File: config.mk
export PLATFORM = sky130hd
export DESIGN_NAME = bg_trim_monitor
export DESIGN_NICKNAME = d
export VERILOG_FILES = /design/src/rtl/bg_trim_monitor.sv
export SDC_FILE = /design/constraint.sdc
export NUM_CORES = 1
export LEC_CHECK = 0
export CAP_MARGIN = 10
export CORE_MARGIN = 1
export CORE_UTILIZATION = 30
export CTS_BUF_LIST = sky130_fd_sc_hd__clkbuf_4 sky130_fd_sc_hd__clkbuf_8
export DETAILED_ROUTE_END_ITERATION = 12
export PLACE_DENSITY = 0.52
export SETUP_SLACK_MARGIN = 0.05
export SYNTH_ARGS = -nofsm -noshare
export SYNTH_HDL_FRONTEND = slang
export SYNTH_SLANG_ARGS = --single-unit
File: constraint.sdc
create_clock -name clk -period 8 [get_ports clk]
set_input_delay 0.8 -clock clk [delete_from_list [all_inputs] [get_ports clk]]
set_output_delay 0.8 -clock clk [all_outputs]
set_load 0.05 [all_outputs]
File: src/rtl/bg_trim_monitor.sv
// Captures bandgap trim results, judges lock over consecutive results and
// streams each capture off-chip as a three-byte UART 8N1 frame.
module bg_trim_monitor #(
  parameter int CLK_DIV  = 87,
  parameter int STABLE_N = 4,
  parameter int FINE_TOL = 1
) (
  input  logic        clk,
  input  logic        reset,
  input  logic        en,
  input  logic        valid,
  input  logic [7:0]  idac_coarse,
  input  logic [7:0]  idac_fine,
  input  logic        clr_overrun,
  output logic        tx,
  output logic        busy,
  output logic        locked,
  output logic [15:0] code,
  output logic        overrun
);

  localparam logic [7:0] DIV_LAST = 8'(CLK_DIV - 1);
  localparam logic [3:0] CNT_MAX  = 4'(STABLE_N);
  localparam logic [8:0] TOL      = 9'(FINE_TOL);

  typedef enum logic [1:0] {
    ST_IDLE,
    ST_START,
    ST_DATA,
    ST_STOP
  } state_t;

  // Capture and lock tracking
  logic        r_valid_d;
  logic        r_have_prev;
  logic [3:0]  r_stable_cnt;
  logic        r_locked;
  logic [15:0] r_code;

  // One-deep pending frame slot
  logic        r_pending;
  logic [23:0] r_pend_data;
  logic [2:0]  r_seq;
  logic        r_overrun;

  // UART transmitter
  state_t      r_state;
  logic [7:0]  r_baud;
  logic [2:0]  r_bit_idx;
  logic [1:0]  r_byte_idx;
  logic [23:0] r_frame;
  logic [7:0]  r_shift;
  logic        r_tx;

  logic        w_capture;
  logic [8:0]  w_fine_diff;
  logic        w_stable;
  logic [3:0]  w_cnt_next;
  logic        w_locked_new;
  logic        w_load;
  logic        w_bit_end;

  assign w_capture = en & valid & ~r_valid_d;

  // Unsigned magnitude in 9 bits so 0x00 vs 0xFF reads as 255, never 1.
  always_comb begin
    if (idac_fine >= r_code[7:0]) begin
      w_fine_diff = {1'b0, idac_fine} - {1'b0, r_code[7:0]};
    end else begin
      w_fine_diff = {1'b0, r_code[7:0]} - {1'b0, idac_fine};
    end
  end

  assign w_stable = (idac_coarse == r_code[15:8]) && (w_fine_diff <= TOL);

  always_comb begin
    w_cnt_next = '0;
    if (r_have_prev && w_stable) begin
      w_cnt_next = (r_stable_cnt == CNT_MAX) ? CNT_MAX : r_stable_cnt + 4'd1;
    end
  end

  assign w_locked_new = (w_cnt_next == CNT_MAX);
  assign w_load       = (r_state == ST_IDLE) && r_pending;
  assign w_bit_end    = (r_baud == DIV_LAST);

  always_ff @(posedge clk or posedge reset) begin
    if (reset) begin
      r_valid_d <= 1'b0;
    end else begin
      r_valid_d <= valid;
    end
  end

  always_ff @(posedge clk or posedge reset) begin
    if (reset) begin
      r_have_prev  <= 1'b0;
      r_stable_cnt <= '0;
      r_locked     <= 1'b0;
      r_code       <= '0;
    end else if (!en) begin
      r_have_prev  <= 1'b0;
      r_stable_cnt <= '0;
      r_locked     <= 1'b0;
    end else if (w_capture) begin
      r_have_prev  <= 1'b1;
      r_stable_cnt <= w_cnt_next;
      r_locked     <= w_locked_new;
      r_code       <= {idac_coarse, idac_fine};
    end
  end

  // A capture on the load edge refills the slot the transmitter is emptying.
  always_ff @(posedge clk or posedge reset) begin
    if (reset) begin
      r_pending   <= 1'b0;
      r_pend_data <= '0;
      r_seq       <= '0;
    end else if (w_capture) begin
      r_pending   <= 1'b1;
      r_pend_data <= {4'hA, w_locked_new, r_seq, idac_coarse, idac_fine};
      r_seq       <= r_seq + 3'd1;
    end else if (w_load) begin
      r_pending   <= 1'b0;
    end
  end

  always_ff @(posedge clk or posedge reset) begin
    if (reset) begin
      r_overrun <= 1'b0;
    end else if (w_capture && r_pending && !w_load) begin
      r_overrun <= 1'b1;
    end else if (clr_overrun) begin
      r_overrun <= 1'b0;
    end
  end

  always_ff @(posedge clk or posedge reset) begin
    if (reset) begin
      r_state    <= ST_IDLE;
      r_baud     <= '0;
      r_bit_idx  <= '0;
      r_byte_idx <= '0;
      r_frame    <= '0;
      r_shift    <= '0;
      r_tx       <= 1'b1;
    end else begin
      if (r_state != ST_IDLE) begin
        r_baud <= w_bit_end ? 8'd0 : r_baud + 8'd1;
      end
      case (r_state)
        ST_IDLE: begin
          r_tx <= 1'b1;
          if (r_pending) begin
            r_frame    <= r_pend_data;
            r_byte_idx <= '0;
            r_baud     <= '0;
            r_tx       <= 1'b0;
            r_state    <= ST_START;
          end
        end
        ST_START: begin
          if (w_bit_end) begin
            r_tx      <= r_frame[16];
            r_shift   <= {1'b0, r_frame[23:17]};
            r_bit_idx <= '0;
            r_state   <= ST_DATA;
          end
        end
        ST_DATA: begin
          if (w_bit_end) begin
            if (r_bit_idx == 3'd7) begin
              r_tx    <= 1'b1;
              r_state <= ST_STOP;
            end else begin
              r_tx      <= r_shift[0];
              r_shift   <= r_shift >> 1;
              r_bit_idx <= r_bit_idx + 3'd1;
            end
          end
        end
        ST_STOP: begin
          if (w_bit_end) begin
            if (r_byte_idx == 2'd2) begin
              r_state <= ST_IDLE;
            end else begin
              r_byte_idx <= r_byte_idx + 2'd1;
              r_frame    <= {r_frame[15:0], 8'h00};
              r_tx       <= 1'b0;
              r_state    <= ST_START;
            end
          end
        end
        default: r_state <= ST_IDLE;
      endcase
    end
  end

  assign tx      = r_tx;
  assign busy    = r_pending | (r_state != ST_IDLE);
  assign locked  = r_locked;
  assign code    = r_code;
  assign overrun = r_overrun;

endmodule

==> results of run 1 <==
## area by class of cell
| cell class | count | area (sq um) |
|---|---|---|
| Multi-Input combinational cell | 421 | 2570 |
| Clock inverter | 6 | 96.3 |
| Inverter | 30 | 115 |
| Timing Repair Buffer | 46 | 485 |
| Sequential cell | 96 | 2400 |
| Tap cell | 220 | 275 |
| Clock buffer | 10 | 131 |
| Fill cell | 1723 | 10700 |
## flip-flops by register name, indices dropped and copies added, names as in the netlist
signal,flops
r_pending,1
r_state,2
r_frame,24
r_valid_d,1
overrun,1
r_stable_cnt,4
code,16
r_have_prev,1
r_pend_data,21
locked,1
r_byte_idx,2
r_bit_idx,3
r_baud,8
r_shift,7
r_seq,3
tx,1
## power groups by stage
stage	Clock, mW	Sequential, mW	Combinational [mW]
finish	0.373	0.562	0.295
global route	0.404	0.569	0.329
CTS	0.388	0.564	0.296
detailed placement	0	0.573	0.295
global placement	0	0.572	0.292
floorplan	0	0.612	0.173
## final timing paths
kind                       cells after the start        endpoint  startpoint
setup / recovery                               6            busy  r_state[0]
min in group asynchronous                      2  r_pend_data[0]       reset
max in group asynchronous                      4              tx       reset
hold reg to reg                                2      r_frame[1]  r_frame[1]
setup reg to reg                               8      r_frame[2]   r_baud[0]
hold / removal                                 2      r_frame[1]  r_frame[1]
## per-stage QoR
step	power (mW)	instance area, sq um	utilization	hold slack, ns
2_1_floorplan	0.785	5230	-	0.426
3_3_place_gp	0.864	5790	0.344	0.450
3_5_place_dp	0.868	5790	0.344	0.461
4_1_cts	1.25	6020	0.358	0.484
5_1_grt	1.30	6070	0.361	0.501
6_report	1.23	6070	0.361	0.479
## per-layer routing
metal | wire, um | vias to the layer above | global-route usage
met2 | 5520 | 62 | 0.229
li1 | - | 2005 | -
met4 | 131 | 0 | 0.0368
met5 | 0 | - | 0
met3 | 392 | 8 | 0.0317
met1 | 5360 | 1902 | 0.175
## cells in the mapped netlist, types with 4 or more instances
library cell  count  share of area
a22o_1            4         0.0067
nor2_1           13         0.0093
dfrtp_1          95           0.45
a21oi_1          14          0.013
buf_2             8         0.0077
o21ai_1           5         0.0048
and3_1            5         0.0060
clkbuf_1         11         0.0079
nand3_1          13          0.012
mux2i_1          19          0.036
xnor2_1          11          0.018
a31oi_1           5         0.0060
ha_1             28          0.067
a21o_1            5         0.0072
nand2_1         157           0.11
nand3b_1         10          0.014
inv_1            29          0.021
nor3_1            5         0.0048
nor2b_1           7         0.0084
a211oi_1          4         0.0057
xor2_1            4         0.0067
buf_6             4         0.0086
nand2b_1         11          0.013
o21ai_0          54          0.052
## cells in the final DEF, fill, tap and decap left out, drive strengths merged, types with 3 or more instances in the layout
cell type      Yosys  layout
a31oi              5       5
nand3b            10      10
clkbuf            11      10
dfrtp             95      95
xnor2             11      11
clkdlybuf4s50      0      40
ha                28      28
nand2b            11      11
a21o               5       5
o21ai             59      59
xor2               4       4
nor2              13      13
inv               30      33
nand3             13      13
nand2            157     157
a21oi             14      14
nor3               5       5
nor3b              4       4
nor4               3       3
and3               6       6
nor2b              7       7
mux2i             19      19
a211oi             5       5
buf               16       6
a22o               4       4
## worst max-delay path, delay by kind of cell (launching register included)
| family | cells | cell delay (ns) |
|---|---|---|
| adder cells (fa/ha/maj) | 1 | 0.29 |
| AND/OR/NAND/NOR | 1 | 0.16 |
| flip-flops | 1 | 0.43 |
| buffers and inverters | 4 | 1.15 |
## kinds of logic after synthesis
| family | share of synthesized area |
|---|---|
| buffers and inverters | 0.0500 |
| adders and majority gates | 0.0746 |
| xor gates and xnor gates | 0.0251 |
| muxes | 0.0407 |
| DFF | 0.460 |
| AOI/OAI and AO/OA | 0.136 |
| and+or+nand+nor | 0.214 |
==> results.toml, run 1 <==
[timing]
setup_ws_ns = 4.79
tightest_slew_ns = 1.00
rsz0062_at_grt = "false"
finalSetupViolCount = 0
clock.fmax_mhz = 311
fin_tns_setup_ns = 0
finalCriticalPeriod_ns = 3.21
fin_skew_ns = 0.0183
final_hold_viol_count = 0
fin_crit_sh = 0.402
slew_viol_final = 0
slew_headroom = 0.330

[pwr]
power_leakage_nw = 2.77
ir_worst_vdd_v = 0.0000724
pwr-share-seq = 0.457
clock_power_share = 0.303
p_sw_mw = 0.398
power_density_mw_per_mm2 = 202
swShare = 0.324
p_int_mw = 0.832
p_comb_frac = 0.240

[worst_hold_path]
hold_class = "flop to flop"

[floorplanning]
fp-row-count = 47
core-area_sq_mm = 0.0168
die_area_sq_mm = 0.0180
pin_count = 41
die_h_um = 134
start_util = 0.311
die_w_um = 134

[global_routing]
antenna_found_initial = 0
grt_remaining_overflow = 0
grt_pass1_vias = 3955
grt_max_degree = 86
gr-usage-all-layers = 0.136
grt_pass1_wl_um = 19500

[cells_and_area]
diodes = 0
area_growth_pct = 16.1
nets = 655
stdcell_count = 829
drive_above_1_share = 0.0591

[place]
dp_slack_ns = 4.49
routabilityCongestion = 0.764
placedCellCount = 811
dp_hpwl_um = 7940
portBuffers = 40

[synth]
ys_seq_elements = 96
syn_inst = 574
synth-async-reset-ratio = 1.00
synth-seq-area-share = 0.460
syn_area_sq_mm = 0.00523
synth_warnings = 0
synth_nets = 625
synth_edf_count = 0
synth_cell_types = 62
synthFlopType = "dfrtp_1"
avgSynthCellArea_sq_um = 9.11

[cts]
clkSinkCount = 96
cts_max_level = 3
cts_buffers = 9
cts_buffer_depth = 2
cts_root_buf = "clkbuf_8"
cts_tree = "built"
clk_pin_slew_worst_paths_ns = 0.10
cts_hold_buf = 0
post_cts_buffers = 0
cts_resized = 0
clk_latency_ns = 0.38

[critical_path]
ff2ff_setup_slack_ns = 5.33
path_class = "flop to output port"
critPathMaxFanout = 11
cp_common_cell = "inv_1"
crit_chain = "inv_1 -> ha_1 -> nor2b_1 -> buf_4 -> inv_1 -> clkdlybuf4s50_1"
worstSetupStartpointType = "flop"
slowest_stage = "clkdlybuf4s50_1"
slowest_delay_ns = 0.80
required_ns = 7.20
crit_path_end_kind = "output port"
cp.arrival_ns = 2.41

[route]
wire_per_inst_um = 13.8
viasPerCell = 4.80
drt-initial-drc-count = 184
remaining_drc_errors = 0
ant_nets = 0
routed_wl_um = 11400
dr.pass1.iters = 4
vias = 3977

[job]
max_cap_violations = 0

[run_status]
status = "finished, final reports clean"
Note: power is estimated with default switching activity, not from simulation.
==> run 2: changes to the inputs <==
--- a/config.mk
+++ b/config.mk
@@ -10,7 +10,7 @@
 export CORE_UTILIZATION = 30
 export CTS_BUF_LIST = sky130_fd_sc_hd__clkbuf_4 sky130_fd_sc_hd__clkbuf_8
 export DETAILED_ROUTE_END_ITERATION = 12
-export PLACE_DENSITY = 0.52
+export PLACE_DENSITY = 0.53
 export SETUP_SLACK_MARGIN = 0.05
 export SYNTH_ARGS = -nofsm -noshare
 export SYNTH_HDL_FRONTEND = slang
==> constraint.sdc (replaced) <==
create_clock -name clk -period 2.8 [get_ports clk]
set_input_delay 0.28 -clock clk [delete_from_list [all_inputs] [get_ports clk]]
set_output_delay 0.28 -clock clk [all_outputs]
set_load 0.05 [all_outputs]
==> results.toml, run 2 (same netlist as run 1, synthesis figures left out) <==
[critical_path]
ff2ff_setup_slack_ns = 0.28
required_ns = 3.05
path_class = "input pin to flop"
crit_chain = "clkdlybuf4s50_1 -> inv_1 -> ha_1 -> inv_1 -> fa_1 -> nand3_1 -> a21boi_0 -> mux2_2 -> and4_1 -> a2bb2o_4 -> a31oi_1 -> a21oi_1"
slowest_delay_ns = 0.51
critPathMaxFanout = 6
r2r_start = "code[0]"
crit_path_end_kind = "flop"
worstSetupStartpointType = "input pin"
reg2reg_to = "r_stable_cnt[2]"
cp_common_cell = "inv_1"
cp.arrival_ns = 2.77
slowest_stage = "clkdlybuf4s50_1"
reg2reg_depth = 11
setup.worst_path.start = "idac_fine[0]"

[cells_and_area]
largest-register = "r_frame"
largest_reg_flops = 24
regArea_sq_mm = 0.00240
drive_above_1_share = 0.0774
layout_commonest_cell = "nand2_1"
diodes = 0
nets = 666
area_growth_pct = 16.8
fillCellCount = 1767
multi_input_area_sq_mm = 0.00257
final_cell_mix = "nand2_1 (157), dfrtp_1 (95), o21ai_0 (54)"
stdcell_count = 840
fin_area_sq_mm = 0.00611

[route]
vias = 4023
ant_nets = 0
dr.pass1.iters = 4
routed_wl_um = 11600
remaining_drc_errors = 0
drt-initial-drc-count = 180
viasPerCell = 4.79
wire_per_inst_um = 13.8

[floorplanning]
pin_count = 41
die_w_um = 134
fp-row-count = 47
die_area_sq_mm = 0.0180
start_util = 0.311
core-area_sq_mm = 0.0168
die_h_um = 134

[timing]
tightest_slew_ns = 0.639
rsz0062_at_grt = "false"
fin_crit_sh = 0.900
slew_headroom = 0.574
clock.fmax_mhz = 397
slew_viol_final = 0
setup_ws_ns = 0.280
fin_skew_ns = 0.00501
finalSetupViolCount = 0
final_hold_viol_count = 0
finalCriticalPeriod_ns = 2.52
fin_hold_ws_ns = 0.382

[cts]
clk_pin_slew_worst_paths_ns = 0.09
clk_latency_ns = 0.36
clkSinkCount = 96
cts_buffer_depth = 2
cts_buffers = 9
cts_max_level = 3
post_cts_buffers = 0
cts_resized = 0
cts_hold_buf = 0
cts_root_buf = "clkbuf_8"
cts_tree = "built"

[worst_hold_path]
hold_class = "input pin to asynchronous set/reset pin"

[place]
dp_slack_ns = -0.0469
portBuffers = 40
placedCellCount = 824
place_area_sq_mm = 0.00590
routabilityCongestion = 0.858
dp_hpwl_um = 8210

[global_routing]
grt_max_degree = 71
antenna_found_initial = 0
grt_pass1_wl_um = 19600
grt_pass1_vias = 4027
grt_remaining_overflow = 0
gr-usage-all-layers = 0.138

[job]
max_cap_violations = 0

[pwr]
power_leakage_nw = 2.80
report.power.total_mw = 3.47
power_density_mw_per_mm2 = 567
ir_worst_vdd_v = 0.000254

[run_status]
status = "finished, final reports clean"
==> run 2: cell type report <==
cell class	count	share of cell area
repair buffers	57	0.0880
clock buffers	12	0.0260
inverters	30	0.0190
flip-flops and latches	96	0.393
well taps	220	0.0450
clock inverters	4	0.00839
multi-input cells	421	0.420
==> run 2: metrics by stage <==
step / setup TNS, ns / util
final: 0 / 0.363
after global routing: 0 / 0.363
after CTS: 0 / 0.363
after detailed placement: -0.0542 / 0.351
after global placement: 0 / 0.351
after floorplan: 0 / -
==> run 2: critical path: cells and delay by family <==
| kind | cells | cell delay [ns] |
|---|---|---|
| multiplexers | 1 | 0.37 |
| AND/OR/NAND/NOR | 2 | 0.31 |
| AO/OA/AOI/OAI | 4 | 0.76 |
| buffers and inverters | 3 | 0.64 |
| adder cells (fa/ha/maj) | 2 | 0.41 |
==> run 2: how the worst max path moves through the flow <==
| stage | end | slack, ns | cells past startpoint |
|---|---|---|---|
| floorplan | r_stable_cnt[2] | 0.24 | 11 |
| global placement | r_stable_cnt[2] | 0.005 | 12 |
| detailed placement | r_stable_cnt[2] | -0.05 | 11 |
| CTS | r_stable_cnt[2] | 0.30 | 11 |
| global route | r_stable_cnt[2] | 0.19 | 11 |
| finish | r_stable_cnt[2] | 0.28 | 12 |
==> run 2: per-layer routing <==
layer	routed length, um	GRT usage
met5	0	0
met4	148	0.0462
met3	349	0.0340
met2	5530	0.222
met1	5540	0.180
==> run 2: where the power goes <==
group | total [mW] | internal (mW) | switching, mW | leakage (nW)
Sequential | 1.61 | 1.51 | 0.0947 | 1.24
Clock | 0.975 | 0.474 | 0.501 | 0.106
Combinational | 0.886 | 0.367 | 0.520 | 1.46
Total | 3.47 | 2.35 | 1.12 | 2.80
==> run 3: changes to the inputs <==
--- a/config.mk
+++ b/config.mk
@@ -5,6 +5,7 @@
 export SDC_FILE = /design/constraint.sdc
 export NUM_CORES = 1
 export LEC_CHECK = 0
+export ABC_CLOCK_PERIOD_IN_PS = 2800
 export CAP_MARGIN = 10
 export CORE_MARGIN = 1
 export CORE_UTILIZATION = 30
==> results of run 3 <==
Same layout as run 2: the final DEF is identical, and so are final timing and power.
